--- src/rtl/ps2_scancode_fifo_pkg.sv ---
// Shared definitions for the PS/2 scan-code event path: prefix byte values,
// prefix-decoder states and the packed event record stored in the FIFO.
package ps2_scancode_fifo_pkg;

  // Protocol bytes seen on the PS/2 receive side
  localparam logic [7:0] PS2_EXT    = 8'hE0;
  localparam logic [7:0] PS2_BRK    = 8'hF0;
  localparam logic [7:0] PS2_BAT_OK = 8'hAA;
  localparam logic [7:0] PS2_ACK    = 8'hFA;

  // Prefix decoder states
  typedef enum logic [1:0] {
    ST_IDLE,
    ST_EXT,
    ST_BRK,
    ST_EXT_BRK
  } ps2_state_t;

  // One folded key event as held in the FIFO
  typedef struct packed {
    logic       ext;
    logic       brk;
    logic [7:0] code;
  } ps2_evt_t;

  localparam int unsigned EVT_W = $bits(ps2_evt_t);

  // True for bytes that only modify the next code
  function automatic logic is_prefix(input logic [7:0] b);
    return (b == PS2_EXT) || (b == PS2_BRK);
  endfunction

  // True for keyboard status bytes that carry no key information
  function automatic logic is_status(input logic [7:0] b);
    return (b == PS2_BAT_OK) || (b == PS2_ACK);
  endfunction

endpackage

--- src/rtl/ps2_scancode_fifo_sync_fifo.sv ---
// First-word-fall-through synchronous FIFO: the head entry is always visible
// on rd_data while the FIFO is non-empty. A write while full is accepted only
// when a read frees a slot in the same cycle.
module sync_fifo #(
  parameter int unsigned WIDTH = 10,
  parameter int unsigned DEPTH = 16
) (
  input  logic                         clock,
  input  logic                         reset,
  input  logic                         wr_en,
  input  logic [WIDTH-1:0]             wr_data,
  input  logic                         rd_en,
  output logic [WIDTH-1:0]             rd_data,
  output logic [$clog2(DEPTH+1)-1:0]   count,
  output logic                         full,
  output logic                         empty
);

  localparam int unsigned AW = (DEPTH > 1) ? $clog2(DEPTH) : 1;
  localparam int unsigned CW = $clog2(DEPTH + 1);

  logic [WIDTH-1:0] mem [DEPTH];
  logic [AW-1:0]    wr_ptr;
  logic [AW-1:0]    rd_ptr;
  logic             do_push;
  logic             do_pop;

  assign empty   = (count == '0);
  assign full    = (count == CW'(DEPTH));
  assign do_pop  = rd_en && !empty;
  assign do_push = wr_en && (!full || do_pop);
  assign rd_data = mem[rd_ptr];

  // Storage write; contents need no reset because count gates visibility
  always_ff @(posedge clock) begin
    if (do_push) begin
      mem[wr_ptr] <= wr_data;
    end
  end

  // Pointer and occupancy bookkeeping; pointers wrap at the power-of-two depth
  always_ff @(posedge clock) begin
    if (reset) begin
      wr_ptr <= '0;
      rd_ptr <= '0;
      count  <= '0;
    end else begin
      if (do_push) begin
        wr_ptr <= wr_ptr + AW'(1);
      end
      if (do_pop) begin
        rd_ptr <= rd_ptr + AW'(1);
      end
      case ({do_push, do_pop})
        2'b10:   count <= count + CW'(1);
        2'b01:   count <= count - CW'(1);
        default: count <= count;
      endcase
    end
  end

endmodule

--- src/rtl/ps2_scancode_fifo.sv ---
// PS/2 scan-code front end: folds E0/F0 prefixes into single key events,
// queues them for the processor, keeps a short history of make codes and
// flags any event lost to a full queue.
module ps2_scancode_fifo
  import ps2_scancode_fifo_pkg::*;
#(
  parameter int unsigned DEPTH     = 16,
  parameter int unsigned HISTORY   = 4,
  parameter int unsigned TIMEOUT   = 50000,
  parameter bit          MAKE_ONLY = 1'b0
) (
  input  logic                        clock,
  input  logic                        reset,
  input  logic                        ps2_key_pressed,
  input  logic [7:0]                  ps2_key_data,
  input  logic                        evt_ready,
  output logic                        evt_valid,
  output logic [7:0]                  evt_code,
  output logic                        evt_ext,
  output logic                        evt_brk,
  output logic [$clog2(DEPTH+1)-1:0]  evt_count,
  output logic                        overflow,
  input  logic                        overflow_clr,
  output logic [8*HISTORY-1:0]        hist_codes
);

  localparam int unsigned HW = 8 * HISTORY;
  localparam int unsigned TW = $clog2(TIMEOUT);

  ps2_state_t    state;
  logic [TW-1:0] tmo_cnt;

  logic          emit;
  ps2_evt_t      emit_evt;
  logic          push;
  logic          pop;
  logic          drop;
  logic          fifo_full;
  logic          fifo_empty;
  logic [EVT_W-1:0] head_raw;
  ps2_evt_t      head;

  // Decode the incoming byte against the current prefix state
  always_comb begin
    emit          = 1'b0;
    emit_evt      = '0;
    emit_evt.code = ps2_key_data;
    emit_evt.ext  = (state == ST_EXT) || (state == ST_EXT_BRK);
    emit_evt.brk  = (state == ST_BRK) || (state == ST_EXT_BRK);
    if (ps2_key_pressed && !is_prefix(ps2_key_data)) begin
      // Status bytes are only meaningful outside a prefix sequence
      emit = !((state == ST_IDLE) && is_status(ps2_key_data));
    end
  end

  // Prefix FSM with timeout; a strobe always wins over an expiring counter
  always_ff @(posedge clock) begin
    if (reset) begin
      state   <= ST_IDLE;
      tmo_cnt <= '0;
    end else if (ps2_key_pressed) begin
      tmo_cnt <= '0;
      case (state)
        ST_IDLE: begin
          if (ps2_key_data == PS2_EXT)      state <= ST_EXT;
          else if (ps2_key_data == PS2_BRK) state <= ST_BRK;
          else                              state <= ST_IDLE;
        end
        ST_EXT: begin
          if (ps2_key_data == PS2_BRK)      state <= ST_EXT_BRK;
          else if (ps2_key_data == PS2_EXT) state <= ST_EXT;
          else                              state <= ST_IDLE;
        end
        ST_BRK: begin
          if (ps2_key_data == PS2_EXT)      state <= ST_EXT_BRK;
          else if (ps2_key_data == PS2_BRK) state <= ST_BRK;
          else                              state <= ST_IDLE;
        end
        ST_EXT_BRK: begin
          if (is_prefix(ps2_key_data))      state <= ST_EXT_BRK;
          else                              state <= ST_IDLE;
        end
        default: state <= ST_IDLE;
      endcase
    end else if (state != ST_IDLE) begin
      if (tmo_cnt == TW'(TIMEOUT - 1)) begin
        state   <= ST_IDLE;
        tmo_cnt <= '0;
      end else begin
        tmo_cnt <= tmo_cnt + TW'(1);
      end
    end else begin
      tmo_cnt <= '0;
    end
  end

  assign push = emit && !(emit_evt.brk && MAKE_ONLY);
  assign pop  = evt_valid && evt_ready;
  assign drop = push && fifo_full && !pop;

  sync_fifo #(
    .WIDTH (EVT_W),
    .DEPTH (DEPTH)
  ) u_fifo (
    .clock   (clock),
    .reset   (reset),
    .wr_en   (push),
    .wr_data (emit_evt),
    .rd_en   (evt_ready),
    .rd_data (head_raw),
    .count   (evt_count),
    .full    (fifo_full),
    .empty   (fifo_empty)
  );

  assign head      = ps2_evt_t'(head_raw);
  assign evt_valid = !fifo_empty;
  assign evt_code  = head.code;
  assign evt_ext   = head.ext;
  assign evt_brk   = head.brk;

  // Sticky overflow; a drop in the same cycle outranks a clear request
  always_ff @(posedge clock) begin
    if (reset) begin
      overflow <= 1'b0;
    end else if (drop) begin
      overflow <= 1'b1;
    end else if (overflow_clr) begin
      overflow <= 1'b0;
    end
  end

  // Make-code history, newest in the low byte; independent of queue space
  always_ff @(posedge clock) begin
    if (reset) begin
      hist_codes <= '0;
    end else if (emit && !emit_evt.brk) begin
      hist_codes <= (hist_codes << 8) | HW'(emit_evt.code);
    end
  end

endmodule

--- config.mk ---
export PLATFORM = sky130hd
export DESIGN_NAME = ps2_scancode_fifo
export DESIGN_NICKNAME = d
export VERILOG_FILES = /design/src/rtl/ps2_scancode_fifo_pkg.sv /design/src/rtl/ps2_scancode_fifo_sync_fifo.sv /design/src/rtl/ps2_scancode_fifo.sv
export SDC_FILE = /design/constraint.sdc
export NUM_CORES = 1
export LEC_CHECK = 0
export CORE_AREA = 2 2 136 138
export CTS_CLUSTER_SIZE = 40
export DETAILED_ROUTE_END_ITERATION = 10
export DIE_AREA = 0 0 138 140
export PLACE_DENSITY = 0.79
export RECOVER_POWER = 50
export SLEW_MARGIN = 20
export SYNTH_ARGS = -nofsm -noshare
export SYNTH_HDL_FRONTEND = slang
export SYNTH_HIERARCHICAL = 1
export SYNTH_SLANG_ARGS = --single-unit
--- constraint.sdc ---
create_clock -name clock -period 3.01 [get_ports clock]
set_input_delay 0.602 -clock clock [delete_from_list [all_inputs] [get_ports clock]]
set_output_delay 0.602 -clock clock [all_outputs]
set_load 0.02 [all_outputs]
; Yosys cells after proc, flatten, opt, wreduce, memory -nomap -nowiden
; Memory sizes are Yosys's and may differ from the RTL's. A register that Yosys moved wholly into a read port is not among the register bits.
; Cells that the tools add are included.
[totals]
ff_bits = 64
ramBits = 160
input_bits = 13
output_inout_bits = 49
wordCells = 71
memories = 1
[mem_list]
columns = name, words, word_bits, read_ports, rd_clocked_by_memory_dff, write_ports, line_no
row1 = u_fifo.mem, 16, 10, 1, 1, 1, ps2_scancode_fifo_sync_fifo.sv:22  ; logic [WIDTH-1:0] mem [DEPTH];
[op_classes]
n_addsub = 5
eq_ne = 11
mux = 18
bitwise_logic = 2
n_reduce_logical = 27
[ops]
columns = operator, n
row1 = "8-bit == test, second input constant", 4
row2 = 32-bit by 8-bit OR with 32-bit output, 1
row3 = "16-bit by 1-bit adder with 16-bit output, second input constant", 1
row4 = "16-bit == test, second input constant", 1
row5 = 2-bit 2-to-1 mux, 8
row6 = 5-bit case mux with 2 select lines, 1
row7 = 2-bit nonzero test, 5
row8 = "4-bit by 1-bit adder with 4-bit output, second input constant", 2
row9 = 4-bit 2-to-1 mux, 2
row10 = 2-bit case mux with 4 select lines, 1
row11 = 1-bit logical AND, 7
row12 = "2-bit == test, second input constant", 3
row13 = 1-bit logical NOT, 6
row14 = 1-bit 2-to-1 mux, 6
row15 = "5-bit by 1-bit adder with 5-bit output, second input constant", 1
row16 = "5-bit == test, second input constant", 1
row17 = 5-bit logical NOT, 1
row18 = 1-bit logical OR, 5
row19 = "5-bit by 1-bit subtractor with 5-bit output, second input constant", 1
row20 = "2-bit by 1-bit == test with 1-bit output, second input constant", 2
row21 = 4-bit OR reduction, 1
row22 = 2-bit logical NOT, 1
row23 = 2-bit AND reduction, 1
row24 = 1-bit inverter, 1

; Longest topological paths before layout
[logic_depth]
depth_word = 8
ltp_mapped = 12

; By module
; Netlist, hierarchy kept.
[modules_own_cells]
columns = module, n_inst, cells_per_inst, area_each_um2
row1 = sync_fifo, 1, 373, 7054.3
row2 = ps2_scancode_fifo, 1, 222, 2195.9

; Worst setup path before layout
; Ideal clock, no wire load.
[synth_timing]
path_kind = input to register
startpoint = input port ps2_key_data[1]
endpoint = memory u_fifo.mem[0][0], enable pin
setup_ps = 403
arrival_time_ps = 2664
required_ps = 2607
slack_ps = -58
cell_stages = 6
n_path_buf = 1
path_cell_list = nor3b_1 -> a31oi_1 -> o21a_1 -> clkbuf_1 -> o21ai_4 -> nor4_1
[synth_via]
elab_chain_len = 8
[synth_rtl]
columns = element, line_no
row1 = from (decl), ps2_scancode_fifo.sv:15  ; input logic [7:0] ps2_key_data,
row2 = "8-bit == test, on equally long branches", "ps2_scancode_fifo_pkg.sv:35, ps2_scancode_fifo_pkg.sv:30"
row3 = "1-bit logical OR, on equally long branches", "ps2_scancode_fifo_pkg.sv:35, ps2_scancode_fifo_pkg.sv:30"
row4 = 1-bit logical AND / 1-bit logical NOT (equally long branches), "ps2_scancode_fifo.sv:52, ps2_scancode_fifo.sv:50"
row5 = 1-bit logical NOT / 1-bit logical AND (equally long branches), "ps2_scancode_fifo.sv:52, ps2_scancode_fifo.sv:50"
row6 = 1-bit 2-to-1 mux *, ps2_scancode_fifo.sv:50  ; if (ps2_key_pressed && !is_prefix(ps2_key_data)) begin
row7 = named net emit, ps2_scancode_fifo.sv:33  ; logic emit;
row8 = 1-bit logical AND *, ps2_scancode_fifo_sync_fifo.sv:31  ; assign do_push = wr_en && (!full || do_pop);
row9 = 1-bit 2-to-1 mux *, ps2_scancode_fifo_sync_fifo.sv:36  ; if (do_push) begin
row10 = 1-bit 2-to-1 mux (not written as such) *, ps2_scancode_fifo_sync_fifo.sv:37  ; mem[wr_ptr] <= wr_data;
row11 = to (decl), ps2_scancode_fifo_sync_fifo.sv:22
; The timed path passes the listed nets; every way through them passes the cells marked *.

==> run summary <==
Status -> finished clean
Max IR drop VDD -> 0.000598 V
Final setup fails -> 0
Synth Instances -> 595
Crit path DAT -> 2.34 ns
Total GRT Usage -> 0.218
Critical R2R Launch -> u_fifo/count[3]
Core ar. -> 17800 sq um
Delay-heaviest family, CP -> multiplexers
Final-report max-slew violation count -> 0
Async SR Flop Fraction -> 0
Hold buffers post-CTS -> 0
Hold Startpoint -> overflow
Hold depth -> 2
Worst-path clk slew -> 0.06 ns
Worst clock skew -> 0.0138 ns
RSZ-0062 raised after global routing -> true
Clk_lat worst skew -> 0.51 ns
Sequential area share after synthesis -> 0.667
Final Util -> 0.645
Post-synth EDFFs -> 160
Routed Antenna Nets -> 0
Ant diodes -> 0
LEAKAGE -> 4.01 nW
Die Ht -> 140 um
DRC viols -> 0
Synthesized Nets -> 618
Setup Slack @ Placement -> -0.542 ns
Slew @ Worst Pin -> 0.610 ns
Internal reg-to-reg setup slack -> 0.35 ns
Final Hold Viols -> 0
Clock root buffer master -> clkbuf_16
Critical path capture point type -> primary output
Vias in the first global route -> 5945
Synthesis warning total -> 6
Chip width -> 138 um
Initial antenna violation count -> 0
Min-Delay Endpoint -> overflow
R2r worst-path depth -> 8
Critical path type -> reg2out
CP Cell Sequence -> buf_6 -> mux4_2 -> a22oi_2 -> nand2_1 -> dlygate4sd2_1
Yosys cell types -> 59
CTS buffer count -> 24
Clk sinks -> 228
First-pass GRT wire length -> 32.9 mm
Synth Register Bits -> 228
Worst Setup Start Kind -> flop
Slack of the critical path -> 0.0677 ns
CTS tree -> done
WL/cell -> 22.1 um
Max clock buf depth -> 3
Tcrit/Tclk final -> 0.978
Number of port buffers -> 61
Worst min path class -> reg2reg
Starting Density -> 0.520
Pwr/cell area -> 717 nW/um^2
Global route overflow -> 0
Crit Reg-Reg Endpoint -> u_fifo/count[4]
DIE AREA -> 19300 sq um
CP peak stage delay -> 0.54 ns
Pwr Total -> 8.22 mW
Hpwl dp -> 13.6 mm
Syn avg cell area -> 15.5 sq um
Synthesized area -> 9250 sq um
Iteration-0 DRC Markers -> 422
Row count -> 49
Gpl congestion -> 0.815
H-tree Lvls -> 1
CP Max Fanout -> 7
Required @ worst endpoint -> 2.41 ns
Fmax achieved -> 0.340 GHz
FILL cells -> 1215
Via count -> 5664
Ports -> 62
Layout Nets -> 740
WL final -> 21.3 mm
Top FF cell, synth -> edfxtp_1
DRT Pass-1 Iters -> 4
Share of cells above drive strength 1 -> 0.230
Worst path slowest cell -> mux4_2
Pin count of the biggest net entering global routing -> 41
Maxcap violations -> 0
Fin crit period -> 2.94 ns
Rel. slew slack -> 0.582
WP buf/inv -> 2
Vias per cell -> 5.88
Layout area overhead -> 24.0%
==> tightest hold or removal path, stage by stage (launching register included) <==
cell	delay [ns]
dfxtp_1	0.31
nand2b_1	0.06
a21oi_1	0.05
==> sequential cells by signal, summed over array words and instances (netlist names), named ones only <==
name	count
u_fifo/mem	160
hist_codes	32
tmo_cnt	16
u_fifo/count	5
u_fifo/rd_ptr	4
u_fifo/wr_ptr	4
state	2
overflow	1
==> final cells by class <==
class | instances | area, sq um | share of cell area
clock buffers | 30 | 643 | 0.0561
clock inverters | 13 | 101 | 0.00884
inverters | 17 | 63.8 | 0.00557
multi-input cells | 321 | 2990 | 0.260
flip-flops and latches | 228 | 6170 | 0.538
well taps | 229 | 287 | 0.0250
repair buffers | 125 | 1220 | 0.106
==> through the flow <==
stage / setup TNS [ns] / std cells / hold WS (ns) / instance area (sq um)
2_1_floorplan: 0 / 595 / 0.447 / 9250
3_3_place_gp: -0.729 / 917 / 0.462 / 10600
3_5_place_dp: -4.09 / 917 / 0.462 / 10600
4_1_cts: 0 / 961 / 0.479 / 11400
5_1_grt: -0.00750 / 963 / 0.496 / 11500
6_report: 0 / 963 / 0.474 / 11500
==> cells by family after synthesis <==
logic type / after synthesis / share of synthesized area
AOI/OAI and AO/OA: 64 / 0.0505
xor gates and xnor gates: 18 / 0.0170
adders and majority gates: 10 / 0.0143
buffers and inverters: 46 / 0.0211
DFF: 228 / 0.667
muxes: 67 / 0.127
and+or+nand+nor: 162 / 0.104
==> where the power goes <==
part	internal, mW	switching [mW]	total (mW)
clock network	1.60	1.17	2.78
logic	0.900	0.957	1.86
registers	3.47	0.117	3.58
==> routing by layer <==
layer	track usage	vias up	part of all wire
met5	0	-	0
li1	-	2542	-
met4	0.0741	0	0.028
met3	0.0379	43	0.065
met1	0.283	2838	0.40
met2	0.374	241	0.51
==> worst max-delay path by stage <==
| stage | to | slack, ns | cells after the start |
|---|---|---|---|
| after floorplan | u_fifo/count[4] | 0.02 | 11 |
| after global placement | u_fifo/count[4] | -0.48 | 11 |
| after detailed placement | u_fifo/count[4] | -0.54 | 12 |
| after CTS | evt_code[5] | 0.001 | 5 |
| after global routing | evt_code[6] | -0.007 | 5 |
| final | evt_code[3] | 0.07 | 5 |
==> cells in the mapped netlist (all sizes together) (2+ instances only) <==
master     n  area (sq um)
edfxtp   160          4800
dfxtp     68          1360
mux4      40           901
nand2b    38           238
nor2      35           131
mux2i     27           270
a22oi     20           150
clkbuf    18          67.6
nand2     18          70.1
inv       17          63.8
o21ai     17           108
xnor2     12           105
buf       11          63.8
ha         9           113
nor4       9          56.3
nand3      8          40.0
nand4b     8          70.1
and3       7          45.1
nand4      6          73.8
nor3       6          30.0
xor2       6          52.6
and2       5          31.3
nor3b      5          37.5
o21a       5          37.5
a21oi      4          20.0
nor2b      4          25.0
o2111ai    4          35.0
or2        3          18.8
or4        3          26.3
nand4bb    2          22.5
o211ai     2          15.0
o31ai      2          15.0
o41ai      2          17.5
==> cell usage in the layout, fill, tap and decap left out, drive strengths merged, types with 5 or more instances in the layout <==
cell type      netlist  layout
a22oi               20      20
clkinv               0      10
clkdlybuf4s50        0      49
mux2i               27      27
dlygate4sd2          0      10
xnor2               12      12
xor2                 6       6
edfxtp             160     160
o21ai               17      17
nor4                 9       9
o21a                 5       5
and2                 5       5
nand4b               8       8
ha                   9       9
nor2                35      35
nand3                8       8
buf                 11      63
and3                 7       7
nand2b              38      38
nand2               18      18
inv                 17      18
nand4                6       6
mux4                40      40
nor3                 6       6
dfxtp               68      68
nor3b                5       5
clkbuf              18      31
==> what timing repair did <==
item | CTS | global route
hold endpoints to repair | 0 | 0
pin swaps | 0 | 2
gates cloned | 1 | 1
buffers inserted | 0 | 1
endpoints found under the setup margin | 11 | 11
resized for setup | 15 | 15
Power figures use the tool's default switching activity.
